## config.mk

```make
export PLATFORM = sky130hd
export DESIGN_NAME = sequence_generator
export DESIGN_NICKNAME = d
export VERILOG_FILES = /design/src/rtl/sequence_generator.sv
export SDC_FILE = /design/constraint.sdc
export NUM_CORES = 1
export LEC_CHECK = 0
export ABC_AREA = 1
export ABC_CLOCK_PERIOD_IN_PS = 4450
export CAP_MARGIN = 5
export CORE_UTILIZATION = 50
export DETAILED_ROUTE_END_ITERATION = 8
export PLACE_DENSITY = 0.74
export REMOVE_ABC_BUFFERS = 1
export SYNTH_ARGS = -nofsm -noshare
export SYNTH_HDL_FRONTEND = slang
export SYNTH_SLANG_ARGS = --single-unit
```

## constraint.sdc

```tcl
create_clock -name clk -period 4.45 [get_ports clk]
set_input_delay 0.89 -clock clk [delete_from_list [all_inputs] [get_ports clk]]
set_output_delay 0.89 -clock clk [all_outputs]
set_load 0.005 [all_outputs]
```

## src/rtl/sequence_generator.sv

```systemverilog
// sequence_generator: serial LSB-first pattern transmitter with repeat count and inter-repetition gap
module sequence_generator #(
  parameter int PAT_W   = 4,
  parameter int CNT_W   = 8,
  parameter int GAP_CYC = 0
) (
  input  logic             clk,
  input  logic             rst,
  input  logic             start,
  input  logic [PAT_W-1:0] pattern,
  input  logic [CNT_W-1:0] repeat_cnt,
  output logic             busy,
  output logic             data_out,
  output logic             data_valid,
  output logic             frame_start,
  output logic             done
);
  localparam int BW = $clog2(PAT_W);
  localparam int GW = GAP_CYC > 1 ? $clog2(GAP_CYC) : 1;
  typedef enum logic [1:0] {IDLE, SEND, GAP, DONE} state_t;
  state_t state_q, state_d;
  logic [PAT_W-1:0] pat_q, pat_d, sh_q, sh_d;
  logic [BW-1:0] bit_q, bit_d;
  logic [CNT_W-1:0] rep_q, rep_d;
  logic [GW-1:0] gap_q, gap_d;
  logic busy_q, busy_d, data_q, data_d, valid_q, valid_d, fs_q, fs_d, done_q, done_d;
  logic last;
  assign last = bit_q == BW'(PAT_W - 1);
  always_comb begin
    state_d = state_q;
    pat_d   = pat_q;
    sh_d    = sh_q;
    bit_d   = bit_q;
    rep_d   = rep_q;
    gap_d   = gap_q;
    busy_d  = 1'b0;
    data_d  = 1'b0;
    valid_d = 1'b0;
    fs_d    = 1'b0;
    done_d  = 1'b0;
    case (state_q)
      IDLE: begin
        // busy_q still high means the done cycle is on the outputs: start is ignored there
        if (start && !busy_q) begin
          pat_d   = pattern;
          sh_d    = pattern;
          rep_d   = repeat_cnt == '0 ? CNT_W'(1) : repeat_cnt;
          bit_d   = '0;
          state_d = SEND;
        end
      end
      SEND: begin
        busy_d  = 1'b1;
        valid_d = 1'b1;
        data_d  = sh_q[0];
        fs_d    = bit_q == '0;
        bit_d   = last ? '0 : bit_q + 1'b1;
        sh_d    = last ? pat_q : sh_q >> 1;
        rep_d   = last && rep_q != CNT_W'(1) ? rep_q - 1'b1 : rep_q;
        gap_d   = '0;
        state_d = !last ? SEND : rep_q == CNT_W'(1) ? DONE : GAP_CYC > 0 ? GAP : SEND;
      end
      GAP: begin
        busy_d  = 1'b1;
        gap_d   = gap_q + 1'b1;
        state_d = gap_q == GW'(GAP_CYC - 1) ? SEND : GAP;
      end
      DONE: begin
        busy_d  = 1'b1;
        done_d  = 1'b1;
        state_d = IDLE;
      end
      default: state_d = IDLE;
    endcase
  end
  always_ff @(posedge clk or posedge rst) begin
    if (rst) begin
      state_q <= IDLE;
      pat_q   <= '0;
      sh_q    <= '0;
      bit_q   <= '0;
      rep_q   <= '0;
      gap_q   <= '0;
      busy_q  <= 1'b0;
      data_q  <= 1'b0;
      valid_q <= 1'b0;
      fs_q    <= 1'b0;
      done_q  <= 1'b0;
    end else begin
      state_q <= state_d;
      pat_q   <= pat_d;
      sh_q    <= sh_d;
      bit_q   <= bit_d;
      rep_q   <= rep_d;
      gap_q   <= gap_d;
      busy_q  <= busy_d;
      data_q  <= data_d;
      valid_q <= valid_d;
      fs_q    <= fs_d;
      done_q  <= done_d;
    end
  end
  assign busy        = busy_q;
  assign data_out    = data_q;
  assign data_valid  = valid_q;
  assign frame_start = fs_q;
  assign done        = done_q;
endmodule

```

# Yosys cells after proc, flatten, opt, wreduce, memory -nomap -nowiden
# Index checks and enable logic that the tools add are counted.
[totals]
ff_bits = 26
latch_bits = 0
ram_bits = 0
mem_bits_ro = 0
inputBits = 15
out_inout_bits = 5
elab_cells = 55
mem_count = 0
[op_classes]
add_sub_neg = 3
multipliers = 0
n_div = 0
order_cmp = 0
eq_ne = 8
shifts = 0
mux = 21
bitwise = 0
n_reduce_logical = 12
[ops]
columns = ["operator", "n"]
rows = [
  ["2-to-1 mux 8 bit", 3],
  ["one-hot mux 8 bit (2 select lines)", 1],
  ["2-to-1 mux 2 bit", 6],
  ["equality test 8 x 1 -> 1 bit (second input constant)", 1],
  ["zero test 8 bit", 1],
  ["2-to-1 mux 4 bit", 2],
  ["!= test 8 x 1 -> 1 bit (second input constant)", 1],
  ["one-hot mux 2 bit (4 select lines)", 1],
  ["one-hot mux 4 bit (2 select lines)", 1],
  ["subtractor 8 x 1 -> 8 bit (second input constant)", 1],
  ["equality test 2 bit (second input constant)", 3],
  ["2-to-1 mux 1 bit", 5],
  ["zero test 2 bit", 2],
  ["!= test 2 bit (second input constant)", 2],
  ["one-hot mux 2 bit (2 select lines)", 1],
  ["AND reduction 2 bit", 2],
  ["nonzero test 2 bit", 2],
  ["AND reduction 3 bit", 1],
  ["OR reduction 3 bit", 1],
  ["adder 2 x 1 -> 2 bit (second input constant)", 1],
  ["equality test 2 x 1 -> 1 bit (second input constant)", 1],
  ["logical AND 1 bit", 2],
  ["one-hot mux 1 bit (2 select lines)", 1],
  ["adder 1 bit (second input constant)", 1],
  ["zero test 1 bit", 1],
]

# Logic depth before layout (Yosys ltp)
[depth]
ltp_word = 4
ltp_mapped = 10
ltp_nobuf = 9

# Worst setup path after synthesis
# OpenSTA, ideal clock, no wires.
[synth_timing]
path_type = "input to register"
startpoint = "in start"
endpoint = "reg rep_q[1]"
setup_time_ns = 0.123
arrival_ns = 1.505
required_time_ns = 4.327
slack_ns = 2.821
stages = 6
path_buffers = 1
path_cell_list = "nand3_2 a21oi_4 nand2_2 buf_6 nand2_1 o21ai_1"
[synth_via]
elab_chain_cells = 3
[synth_lines]
columns = ["element", "line", "source"]
rows = [
  ["start: declaration", "9", "input logic start,"],
  ["logical AND 1 bit", "44", "if (start && !busy_q) begin"],
  ["!= test 2 bit (no source line)", "--", ""],
  ["AND reduction 3 bit (no source line)", "--", ""],
  ["end signal: assignment", "94", "rep_q <= rep_d;"],
  ["end: declaration", "24", "logic [CNT_W-1:0] rep_q, rep_d;"],
]
# No other way between the ends.
# A chain may end at the register's enable or synchronous reset.

# Final worst setup path
[layout_timing]
startpoint = "reg state_q[1]"
endpoint = "reg rep_q[4]"
[layout_via]
elab_chain_cells = 3
word_cells_on_any_way = 7
classes_between = "eq/ne: 3; mux: 1; reduce/logical: 3"
[layout_lines]
columns = ["element", "line", "source"]
rows = [
  ["start: declaration", "21", "state_t state_q, state_d;"],
  ["start signal: assignment", "90", "state_q <= state_d;"],
  ["equality test 2 x 1 -> 1 bit or zero test 2 bit (tied branches)", "41", "case (state_q)"],
  ["!= test 2 bit (no source line) or nonzero test 2 bit (tied branches)", "--", ""],
  ["AND reduction 3 bit (no source line)", "--", ""],
]
# Parallel ways exist; a longest one is shown, timed or not.

==> flow_metrics.tcl <==
set metrics [dict create \
    yosys.area_share.simple_pct 28.9 \
    cts_root_buf "clkbuf_4" \
    postRouteAntennaNets 0 \
    synth_cells 181 \
    clock_skew_ns 0.0220 \
    rr_endpoint "rep_q[4]$_DFFE_PP0P_" \
    start_util_pct 52.9 \
    nets 226 \
    ys_types 24 \
    ys.warnings.count 0 \
    syn_area_sq_um 1470 \
    fin_crit_ns 2.44 \
    numPlacedInstances 228 \
    numCtsBuffers 3 \
    slew_violations 0 \
    antenna_found_initial 0 \
    synth-adder-area-share_pct 7.65 \
    num_vias 1244 \
    p_per_area_nw_per_um2 220 \
    max_freq_mhz 410 \
    finalSetupTns_ns 0 \
    maxCapViolCount 0 \
    grt_use_met1_pct 25.5 \
    die_x_um 56.2 \
    tritoncts "yes" \
    synth_compound_gate_area_share_pct 7.14 \
    crit_path_end_kind "register" \
    clkTransAtPathRegs_ns 0.15 \
    routed_wl_mm 2.91 \
    final_common_cell "nand2_1" \
    peakVddDrop_mv 0.136 \
    finalHoldViolations 0 \
    grt_setup_unrepaired "false" \
    p_leak_nw 0.880 \
    busiest_layer "met2" \
    timing.slew.headroom_pct 35.2 \
    finalNonFillerCells 232 \
    clock_latency_ns 0.33 \
    ys_seq_area_share_pct 44.2 \
    grt_pass1_vias 1215 \
    cp-start-kind "register" \
    place.gp.congestion 0.834 \
    die-area_sq_um 3160 \
    finalSetupViolCount 0 \
    cts_setup_buffers 0 \
    final_cell_mix "nand2_1, dfrtp_1, inv_1" \
    synth.area.mux_share_pct 3.74 \
    grt_overflow 0 \
    io_pins 20 \
    area_growth_pct 16.2 \
    dr.pass1.iters 4 \
    gr-usage-met2_pct 35.0 \
    grtUsageMet3_pct 2.79 \
    synth_top_family_by_area "simple AND/OR/NAND/NOR gates" \
    cts_resized 0 \
    outcome "finished clean" \
    grt_max_degree 27 \
    route.detailed.drc 0 \
    worst_pin_slew_ns 0.970 \
    crit_type "register to register" \
    syn_area_per_cell_sq_um 8.13 \
    rows 19 \
    htree_levels 1 \
    core_area_sq_um 2780 \
    ys_seq_elements 26 \
    r2r_start "state_q[1]$_DFFE_PP0P_" \
    dp_hpwl_mm 2.22 \
    viasPerCell 5.36 \
    cts_sinks 26 \
    drive_above_1_share_pct 8.46 \
    synthXorXnorAreaFrac_pct 0.595 \
    worstRegToRegCells 9 \
    ctsHoldBuffers 0 \
    reg2reg_slack_ns 2.01 \
    detail_route.wl_per_cell_um 12.5 \
    grt_pass1_wl_mm 5.10 \
    fin_crit_sh_pct 54.9 \
    port_buffers 19 \
    crit_required_ns 4.69 \
    critPathArrivalTime_ns 2.68 \
    n_antenna_cell 0 \
    worstSetupEndpoint "rep_q[4]$_DFFE_PP0P_" \
    drt-initial-drc-count 48 \
    grt_use_total_pct 20.3 \
    clk_path_buf_depth 2 \
    cp-startpoint "state_q[1]$_DFFE_PP0P_" \
    die_h_um 56.2 \
    hold_class "register to register" \
    critPathMaxFanout 21 \
]
## cell type report
| class | instances | area [sq um] |
|---|---|---|
| multi-input cells | 129 | 707 |
| well taps | 31 | 38.8 |
| clock buffers | 4 | 36.3 |
| fillers | 257 | 1070 |
| inverters | 23 | 86.3 |
| repair buffers | 19 | 190 |
| flip-flops and latches | 26 | 651 |
## metrics by stage
stage	worst slack, ns	power [mW]	hold slack (ns)	util [%]	cell area, sq um
floorplan	2.51	0.245	0.434	-	1440
global placement	2.18	0.260	0.464	60.1	1670
detailed placement	2.05	0.261	0.473	60.1	1670
CTS	2.03	0.383	0.505	61.4	1710
global route	1.79	0.390	0.538	61.4	1710
finish	2.01	0.377	0.494	61.4	1710
## cell usage after synthesis
cell / n / share of area [%]
inv_2: 1 / 0.25
buf_6: 2 / 1.5
dfrtp_1: 26 / 44
nand2_4: 1 / 0.77
o21ai_0: 5 / 1.7
nor2_2: 2 / 0.85
a21oi_4: 1 / 1.1
nand2_1: 61 / 16
a31oi_1: 2 / 0.85
mux2i_1: 1 / 0.68
buf_2: 1 / 0.34
a21oi_1: 2 / 0.68
nand2_2: 1 / 0.43
a41oi_1: 3 / 1.8
nand3_1: 12 / 4.1
ha_1: 9 / 7.7
o21ai_1: 3 / 1.0
nand4_1: 3 / 1.3
nor2_4: 1 / 0.77
inv_1: 22 / 5.6
nor2_1: 15 / 3.8
mux2_2: 4 / 3.1
xor2_1: 1 / 0.60
nand3_2: 2 / 1.4
## metal layers
| metal | routed length (um) | vias to the layer above |
|---|---|---|
| met5 | 0 | - |
| met4 | 46 | 0 |
| met3 | 100 | 6 |
| met2 | 1430 | 28 |
| met1 | 1330 | 597 |
| li1 | - | 613 |
## how the worst min path moves through the flow
stage / start / endpoint / slack [ns] / cells past startpoint
after detailed placement: sh_q[0]$_DFFE_PP0P_ / data_out$_DFF_PP0_ / 0.47 / 2
final: sh_q[0]$_DFFE_PP0P_ / data_out$_DFF_PP0_ / 0.49 / 2
after global routing: sh_q[0]$_DFFE_PP0P_ / data_out$_DFF_PP0_ / 0.54 / 2
after CTS: sh_q[0]$_DFFE_PP0P_ / data_out$_DFF_PP0_ / 0.51 / 2
after floorplan: sh_q[0]$_DFFE_PP0P_ / data_out$_DFF_PP0_ / 0.43 / 2
after global placement: sh_q[0]$_DFFE_PP0P_ / data_out$_DFF_PP0_ / 0.46 / 2
## report_power, final
group / switching [mW] / leakage (nW) / internal [mW]
combinational: 0.00819 / 0.551 / 0.0113
sequential: 0 / 0.307 / 0.236
clock: 0.0709 / 0.0210 / 0.0501
total: 0.0790 / 0.880 / 0.298
## critical path, cell delays in order (launching register included)
cell and delay (ns):
dfrtp_1 0.47, inv_1 0.13, ha_1 0.69, inv_2 0.24, nor2_2 0.29, a21oi_4 0.07, nand2_2 0.21, inv_1 0.11
nand2_1 0.08, nand2_1 0.05
## cells by family (layout without fill, tap and decap cells)
group | Yosys count | in the layout
buffers and inverters | 26 | 46
adder cells (fa/ha/maj) | 9 | 9
multiplexers | 5 | 5
XOR/XNOR | 1 | 1
flip-flops | 26 | 26
AO/OA/AOI/OAI | 16 | 16
AND/OR/NAND/NOR | 98 | 98
## sequential cells by signal, indices dropped and copies added, names as in the netlist
register and count:
gap_q 1, state_q 2, pat_q 4, done 1, busy 1, data_out 1
frame_start 1, bit_q 2, data_valid 1, rep_q 8, sh_q 4
Note: power is estimated with default switching activity, not from simulation.
